`src/rtl/tmds_decoder.sv`:
```
// TMDS receive decoder: finds bit alignment from control-token runs, then decodes tokens and video data.
// Define TMDS_DECODER_MANUAL_SLIP_EN to add a manual bit-slip input.
module tmds_decoder #(
  parameter int unsigned SEARCH_WINDOW   = 1024,
  parameter int unsigned CTRL_LOCK_COUNT = 8,
  parameter int unsigned LOSS_WINDOW     = 2048
) (
  input  logic       pixclk,
  input  logic       rst,
`ifdef TMDS_DECODER_MANUAL_SLIP_EN
  input  logic       slip,
`endif
  input  logic [9:0] din,
  output logic [7:0] vd,
  output logic [1:0] cd,
  output logic       vde,
  output logic       locked,
  output logic [3:0] slip_offset
);

  localparam int unsigned SYM_W      = 10;
  localparam int unsigned CNT_W      = 12;
  localparam int unsigned OFF_W      = 4;
  localparam int unsigned RUN_W      = $clog2(CTRL_LOCK_COUNT + 1);
  localparam int unsigned MAX_OFFSET = 9;

  localparam logic [SYM_W-1:0] TOK_CD0 = 10'b1101010100;
  localparam logic [SYM_W-1:0] TOK_CD1 = 10'b0010101011;
  localparam logic [SYM_W-1:0] TOK_CD2 = 10'b0101010100;
  localparam logic [SYM_W-1:0] TOK_CD3 = 10'b1010101011;

  typedef enum logic [1:0] {ST_SEARCH, ST_VERIFY, ST_LOCKED} state_t;

  state_t             state, state_d;
  logic [CNT_W-1:0]   cnt, cnt_d;
  logic [RUN_W-1:0]   run, run_d, run_inc;
  logic [OFF_W-1:0]   off_d, off_inc;
  logic [SYM_W-1:0]   prev, sym;
  logic [2*SYM_W-1:0] window;
  logic               is_tok;
  logic [1:0]         tok_cd;
  logic [7:0]         dmask, dec;
  logic [7:0]         vd_d;
  logic [1:0]         cd_d;
  logic               vde_d, locked_d;

  // Stage 1: previous word plus current word, barrel-selected at the current offset
  always_comb window = {din, prev};

  always_ff @(posedge pixclk) begin
    if (rst) begin
      prev <= '0;
      sym  <= '0;
    end else begin
      prev <= din;
      sym  <= SYM_W'(window >> slip_offset);
    end
  end

  // Token classification and data-symbol decode on the aligned symbol
  always_comb begin
    is_tok = 1'b1;
    tok_cd = 2'b00;
    case (sym)
      TOK_CD0: tok_cd = 2'b00;
      TOK_CD1: tok_cd = 2'b01;
      TOK_CD2: tok_cd = 2'b10;
      TOK_CD3: tok_cd = 2'b11;
      default: is_tok = 1'b0;
    endcase
  end

  always_comb begin
    dmask  = sym[9] ? ~sym[7:0] : sym[7:0];
    dec    = '0;
    dec[0] = dmask[0];
    for (int i = 1; i < 8; i++) begin
      dec[i] = sym[8] ? (dmask[i] ^ dmask[i-1]) : ~(dmask[i] ^ dmask[i-1]);
    end
  end

  // Alignment FSM state register
  always_ff @(posedge pixclk) begin
    if (rst) begin
      state       <= ST_SEARCH;
      cnt         <= '0;
      run         <= '0;
      slip_offset <= '0;
    end else begin
      state       <= state_d;
      cnt         <= cnt_d;
      run         <= run_d;
      slip_offset <= off_d;
    end
  end

  always_comb begin
    off_inc = (slip_offset == OFF_W'(MAX_OFFSET)) ? '0 : slip_offset + OFF_W'(1);
    run_inc = run + RUN_W'(1);
  end

  // Next-state: search slips every SEARCH_WINDOW token-free cycles, verify needs an unbroken run
  always_comb begin
    state_d = state;
    cnt_d   = cnt;
    run_d   = run;
    off_d   = slip_offset;
    case (state)
      ST_SEARCH: begin
        if (is_tok) begin
          cnt_d   = '0;
          run_d   = RUN_W'(1);
          state_d = (CTRL_LOCK_COUNT <= 1) ? ST_LOCKED : ST_VERIFY;
        end else if (cnt == CNT_W'(SEARCH_WINDOW - 1)) begin
          cnt_d = '0;
          off_d = off_inc;
        end else begin
          cnt_d = cnt + CNT_W'(1);
        end
      end
      ST_VERIFY: begin
        if (is_tok) begin
          run_d = run_inc;
          if (run_inc >= RUN_W'(CTRL_LOCK_COUNT)) begin
            state_d = ST_LOCKED;
            cnt_d   = '0;
          end
        end else begin
          state_d = ST_SEARCH;
          cnt_d   = '0;
          run_d   = '0;
        end
      end
      ST_LOCKED: begin
        if (is_tok) begin
          cnt_d = '0;
        end else if (cnt == CNT_W'(LOSS_WINDOW - 1)) begin
          state_d = ST_SEARCH;
          cnt_d   = '0;
          run_d   = '0;
          off_d   = off_inc;
        end else begin
          cnt_d = cnt + CNT_W'(1);
        end
      end
      default: begin
        state_d = ST_SEARCH;
        cnt_d   = '0;
        run_d   = '0;
      end
    endcase
`ifdef TMDS_DECODER_MANUAL_SLIP_EN
    if (slip) begin
      state_d = ST_SEARCH;
      cnt_d   = '0;
      run_d   = '0;
      off_d   = off_inc;
    end
`endif
  end

  // Output decode: everything held at zero until aligned; cd keeps its value across data
  always_comb begin
    vd_d     = '0;
    cd_d     = '0;
    vde_d    = 1'b0;
    locked_d = 1'b0;
    if (state == ST_LOCKED) begin
      locked_d = 1'b1;
      if (is_tok) begin
        cd_d = tok_cd;
      end else begin
        vde_d = 1'b1;
        vd_d  = dec;
        cd_d  = cd;
      end
    end
  end

  // Stage 2 output registers
  always_ff @(posedge pixclk) begin
    if (rst) begin
      vd     <= '0;
      cd     <= '0;
      vde    <= 1'b0;
      locked <= 1'b0;
    end else begin
      vd     <= vd_d;
      cd     <= cd_d;
      vde    <= vde_d;
      locked <= locked_d;
    end
  end

endmodule
```
`config.mk`:
```
export PLATFORM = sky130hd
export DESIGN_NAME = tmds_decoder
export DESIGN_NICKNAME = d
export VERILOG_FILES = /design/src/rtl/tmds_decoder.sv
export SDC_FILE = /design/constraint.sdc
export NUM_CORES = 1
export LEC_CHECK = 0
export ABC_CLOCK_PERIOD_IN_PS = 4600
export CAP_MARGIN = 25
export CORE_MARGIN = 8
export CORE_UTILIZATION = 60
export DETAILED_ROUTE_END_ITERATION = 10
export PLACE_DENSITY = 0.86
export SLEW_MARGIN = 10
export SYNTH_ARGS = -nofsm -noshare
export SYNTH_HDL_FRONTEND = slang
export SYNTH_SLANG_ARGS = --single-unit
```
`constraint.sdc`:
```
create_clock -name pixclk -period 4.6 [get_ports pixclk]
set_input_delay 0.92 -clock pixclk [delete_from_list [all_inputs] [get_ports pixclk]]
set_output_delay 0.92 -clock pixclk [all_outputs]
set_load 0.02 [all_outputs]
```
======== Word level (Yosys, flattened, before mapping) ========
Index checks and enable logic that the tools add are counted.
word-level totals
  register bits after elaboration ......... 54
operators by class
  add/sub/neg operators ................... 3
  order comparisons ....................... 1
  eq/ne operators ......................... 15
  shifts and indexed selects .............. 1
  mux-type cells .......................... 36
  bitwise gates (word level) .............. 16
  reductions and logical operators ........ 8
operators with widths
  kind                     number
  $mux W12                 6
  $mux W4                  9
  $pmux W12 S3             1
  $eq A10 B10 Y1 const B   2
  $shr A20 B4 Y10          1
  $add A12 B1 Y12 const B  1
  $eq A12 B10 Y1 const B   1
  $eq A12 B11 Y1 const B   1
  $pmux W2 S3              2
  $pmux W4 S3              1
  $eq A10 B8 Y1 const B    1
  $eq A10 B9 Y1 const B    1
  $mux W1                  10
  $mux W2                  5
  $ne A2 B2 Y1 const B     5
  $add A4 B1 Y4 const B    2
  $mux W8                  1
  $not A1 Y1               8
  $not A8 Y8               1
  $pmux W4 S2              1
  $xor A1 B1 Y1            7
  $reduce_and A5 Y1        1
  $eq A4 B4 Y1 const B     1
  $ge A4 B4 Y1 const B     1
  other kinds (10)         10

======== Logic depth before layout (Yosys ltp) ========
  depth after elaboration ................. 5
  depth in mapped cells ................... 8
  mapped depth without buffers ............ 7

======== Worst setup path before layout ========
OpenSTA, ideal clock, no wires.
  path kind ............................... input to register
  start ................................... input din[1]
  end ..................................... register sym[4]
  library setup time ...................... 0.115 ns
  arrival ................................. 1.982 ns
  data required time ...................... 4.485 ns
  path slack .............................. 2.503 ns
  stages .................................. 3
  path through ............................ mux4_2 -> mux4_2 -> and2_1
between the ends
  word-level cells in the longest chain between the ends .. 1
RTL lines
  element               line  source
  start, declared       13    input logic [9:0] din,
  $shr A20 B4 Y10       56    sym <= SYM_W'(window >> slip_offset);
  end signal, assigned  56
  end, declared         38    logic [SYM_W-1:0] prev, sym;
Every way passes these cells.
A chain may end at the register's enable or synchronous reset.

======== Worst setup path in the final report ========
  start ................................... register slip_offset[2]
  end ..................................... output slip_offset[2]
RTL lines
  element                 line  source
  start, declared         18    output logic [3:0] slip_offset
  start signal, assigned  88    slip_offset <= '0;
  start signal, assigned  93    slip_offset <= off_d;
No word-level cell between the ends.

==> metrics <==
Critical R2R Launch=sym[8]$_SDFF_PP0_; RSZ-0062 raised after global routing=no; Clock power frac=40.8%; Syn Inst Count=330; Adder-Cell Fraction of Synth Area=4.083%; critical path required time=3680 ps; most used routing layer=met2; first-pass GRT wire length=11,370 µm; Buffers on Ports=27; final WL=6970 µm; drt drc=0; Worst-Margin Slew=791.8 ps; CTS root buffer=clkbuf_8; Routed Antenna Nets=0; via count of the routed design=2,608; register share of total power=51.2%; reg-to-reg endpoint=cnt[9]$_SDFFE_PP0P_; Peak supply drop=0.0001601 V; Synth area leaders=dfxtp_1, mux4_2, ha_1; gr usage total=18.71%; Placed Cells=409; post-DP HPWL=4935 µm; routed len/inst=16.67 µm; synthesized area=3064 µm²; sequential fraction of the synthesis area=35.28%; fmax=367.6 MHz; Clk Latency, worst-skew pair=320 ps; WP buf/inv=1; slew margin rel.=47.21%; FP Rows=26; leakage dissipation=1.227 nW; status=completed; grt met2 use=30.92%; Post-synth top cells=dfxtp_1, nor2_1, a21oi_1, nand2_1; Setup crit start kind=flop; Die Wd=87.47 µm; vias in the first global route=2,328; Post-synth ARST share=0%; xor/xnor share of the synthesized area=3.961%; CP arrival=1800 ps; average cell area after synthesis=9.285 µm²; Worst Hold Launch=cd[1]$_SDFFE_PP0P_; clk_skew=9.362 ps; Syn. warnings=0; Die ar.=7650 µm²; Post-CTS Hold Fix Bufs=0; Worst Hold Class=flop to flop; min cycle time layout=2720 ps; I/O Pins=28; Nets=369; clock-pin slew on the worst setup and hold paths=90 ps; critical path's top delay family=buffers and inverters; crit end category=output port; worst-path fanout max=18; Post-synth EDFFs=0; initial antenna violation count=0; Switching Fraction=21.60%; GR Util met1=23.02%; Core Util, Final=69.51%; post-synthesis mux area share=14.29%; Layout area overhead=13.64%; DP Area=3324 µm²; CTS tree=built; reg2reg path depth=5; reg2reg setup slack=2130 ps; PwrDens=275.0 nW/µm²; layout cells sized above 1=11.78%; Max Cap Viol=0; met3 usage in global routing=4.057%; initial detailed-routing violation count=248; combinational cell fraction of total power=8.0%; most common cell in the netlist=dfxtp_1; largest family of logic cells by synthesized area=simple AND/OR/NAND/NOR gates; crit path max-delay cell type=clkdlybuf4s50_1; Hold EP=cd[1]$_SDFFE_PP0P_; global placement routability congestion=0.9249; CP max stage delay=750 ps; Hold Path Cell Cnt=2; Internal=0.7508 mW; final setup fails=0; fin area=3482 µm²; CTS max path bufs=2; P_sw=0.2069 mW; Die Span Y=87.47 µm; Yosys top cell area share=35.28%; Core Box Area=5010 µm²; Tot Pwr=0.9577 mW; Vias/cell=6.239; H-tree Lvls=2; max-slew violations=0; synthesis-stage register bit count=54; post-CTS sizing=0; most common flop cell mapped by yosys=dfxtp_1; GRT overflow=0; Post-Layout Cell Count=418; diode count=0; Synth Area in Simple Gates=21.27%; 1st-pass router iterations=5; setup repair bufs after CTS=0; CP Class=flop to output port; CP Cell Sequence=clkdlybuf4s50_1; CTS Buf Count=5; largest net degree at the start of global routing=31; Starting Density=61.16%; Synth Area in Compound Gates=15.35%; Final Hold Vio Count=0; Tcrit/Tclk final=59.13%; Synth area leader=dfxtp_1; syn_nets=352; clock sinks=54; setup TNS=0 ps; synth unique cells=53
## cells by family after synthesis
kind of cell	after synthesis
adder cells (fa/ha/maj)	10
buffers and inverters	37
AND/OR/NAND/NOR	119
AO/OA/AOI/OAI	69
multiplexers	28
XOR/XNOR	13
flip-flops	54
## stage by stage
| step | worst slack [ps] | hold WS [ps] |
|---|---|---|
| global placement | 1919 | 455.0 |
| detailed placement | 1880 | 466.1 |
| CTS | 1526 | 479.4 |
| floorplan | 2503 | 471.7 |
| finish | 1880 | 475.3 |
| global route | 1775 | 511.6 |
## worst register-to-register path, delay by kind of cell, from the launching register on
| kind | cells | cell delay [ps] |
|---|---|---|
| compound gates | 2 | 1100 |
| flops | 1 | 620 |
| simple gates | 3 | 690 |
## final cells by class
class	instances	area (µm²)
clock buffer	6	82.58
inverter	17	63.81
clock inverter	2	60.06
timing repair buffer	30	300.3
multi-input combinational	239	1807
fill	386	1528
tap	70	87.58
sequential	54	1081
## how the worst max path moves through the flow
stage | start | to | slack (ps) | cells after the start
floorplan | din[1] | sym[4]$_SDFF_PP0_ | 2500 | 3
global placement | slip_offset[1]$_SDFFE_PP0P_ | slip_offset[1] | 1920 | 1
detailed placement | slip_offset[1]$_SDFFE_PP0P_ | slip_offset[1] | 1880 | 1
CTS | slip_offset[1]$_SDFFE_PP0P_ | slip_offset[1] | 1530 | 1
global route | slip_offset[2]$_SDFFE_PP0P_ | slip_offset[2] | 1770 | 1
finish | slip_offset[2]$_SDFFE_PP0P_ | slip_offset[2] | 1880 | 1
## per-layer routing
| layer | up-vias | wire, µm |
|---|---|---|
| met1 | 1245 | 2912 |
| met2 | 113 | 3411 |
| li1 | 1231 | - |
| met4 | 0 | 172 |
| met3 | 19 | 473 |
| met5 | - | 0 |
## state kept, by name, summed over array words and instances (netlist names)
register     flops
locked           1
state            2
slip_offset      4
run              4
cnt             12
sym             10
vde              1
vd               8
cd               2
prev            10
## placed cells by master (no fill, tap or decap), types with 2 or more instances in the layout
master / n
or3_1: 2
a21oi_1: 24
a31oi_1: 3
dfxtp_1: 54
and3_1: 3
ha_1: 10
a211oi_1: 16
a22o_1: 2
nor2b_1: 13
nand3b_1: 4
nor4_1: 4
nor3_1: 8
nand2_1: 19
buf_4: 2
mux2i_1: 10
o21ai_0: 10
clkdlybuf4s50_1: 27
mux2_2: 6
o311ai_0: 2
mux4_2: 12
nor3b_1: 3
and2_1: 2
or4_1: 2
bufinv_16: 2
clkbuf_8: 6
nor2_1: 33
nand4_1: 4
xnor2_1: 11
nand3_1: 13
a311oi_1: 2
inv_1: 16
a41oi_1: 2
## power groups by stage
stage	combinational, mW	clock [mW]	sequential, mW
6_report	0.0770	0.390	0.490
2_1_floorplan	0.0532	0	0.496
5_1_grt	0.0836	0.414	0.492
3_3_place_gp	0.0717	0	0.500
4_1_cts	0.0762	0.390	0.490
3_5_place_dp	0.0754	0	0.501
No activity file was read; power rests on OpenSTA's default activity.
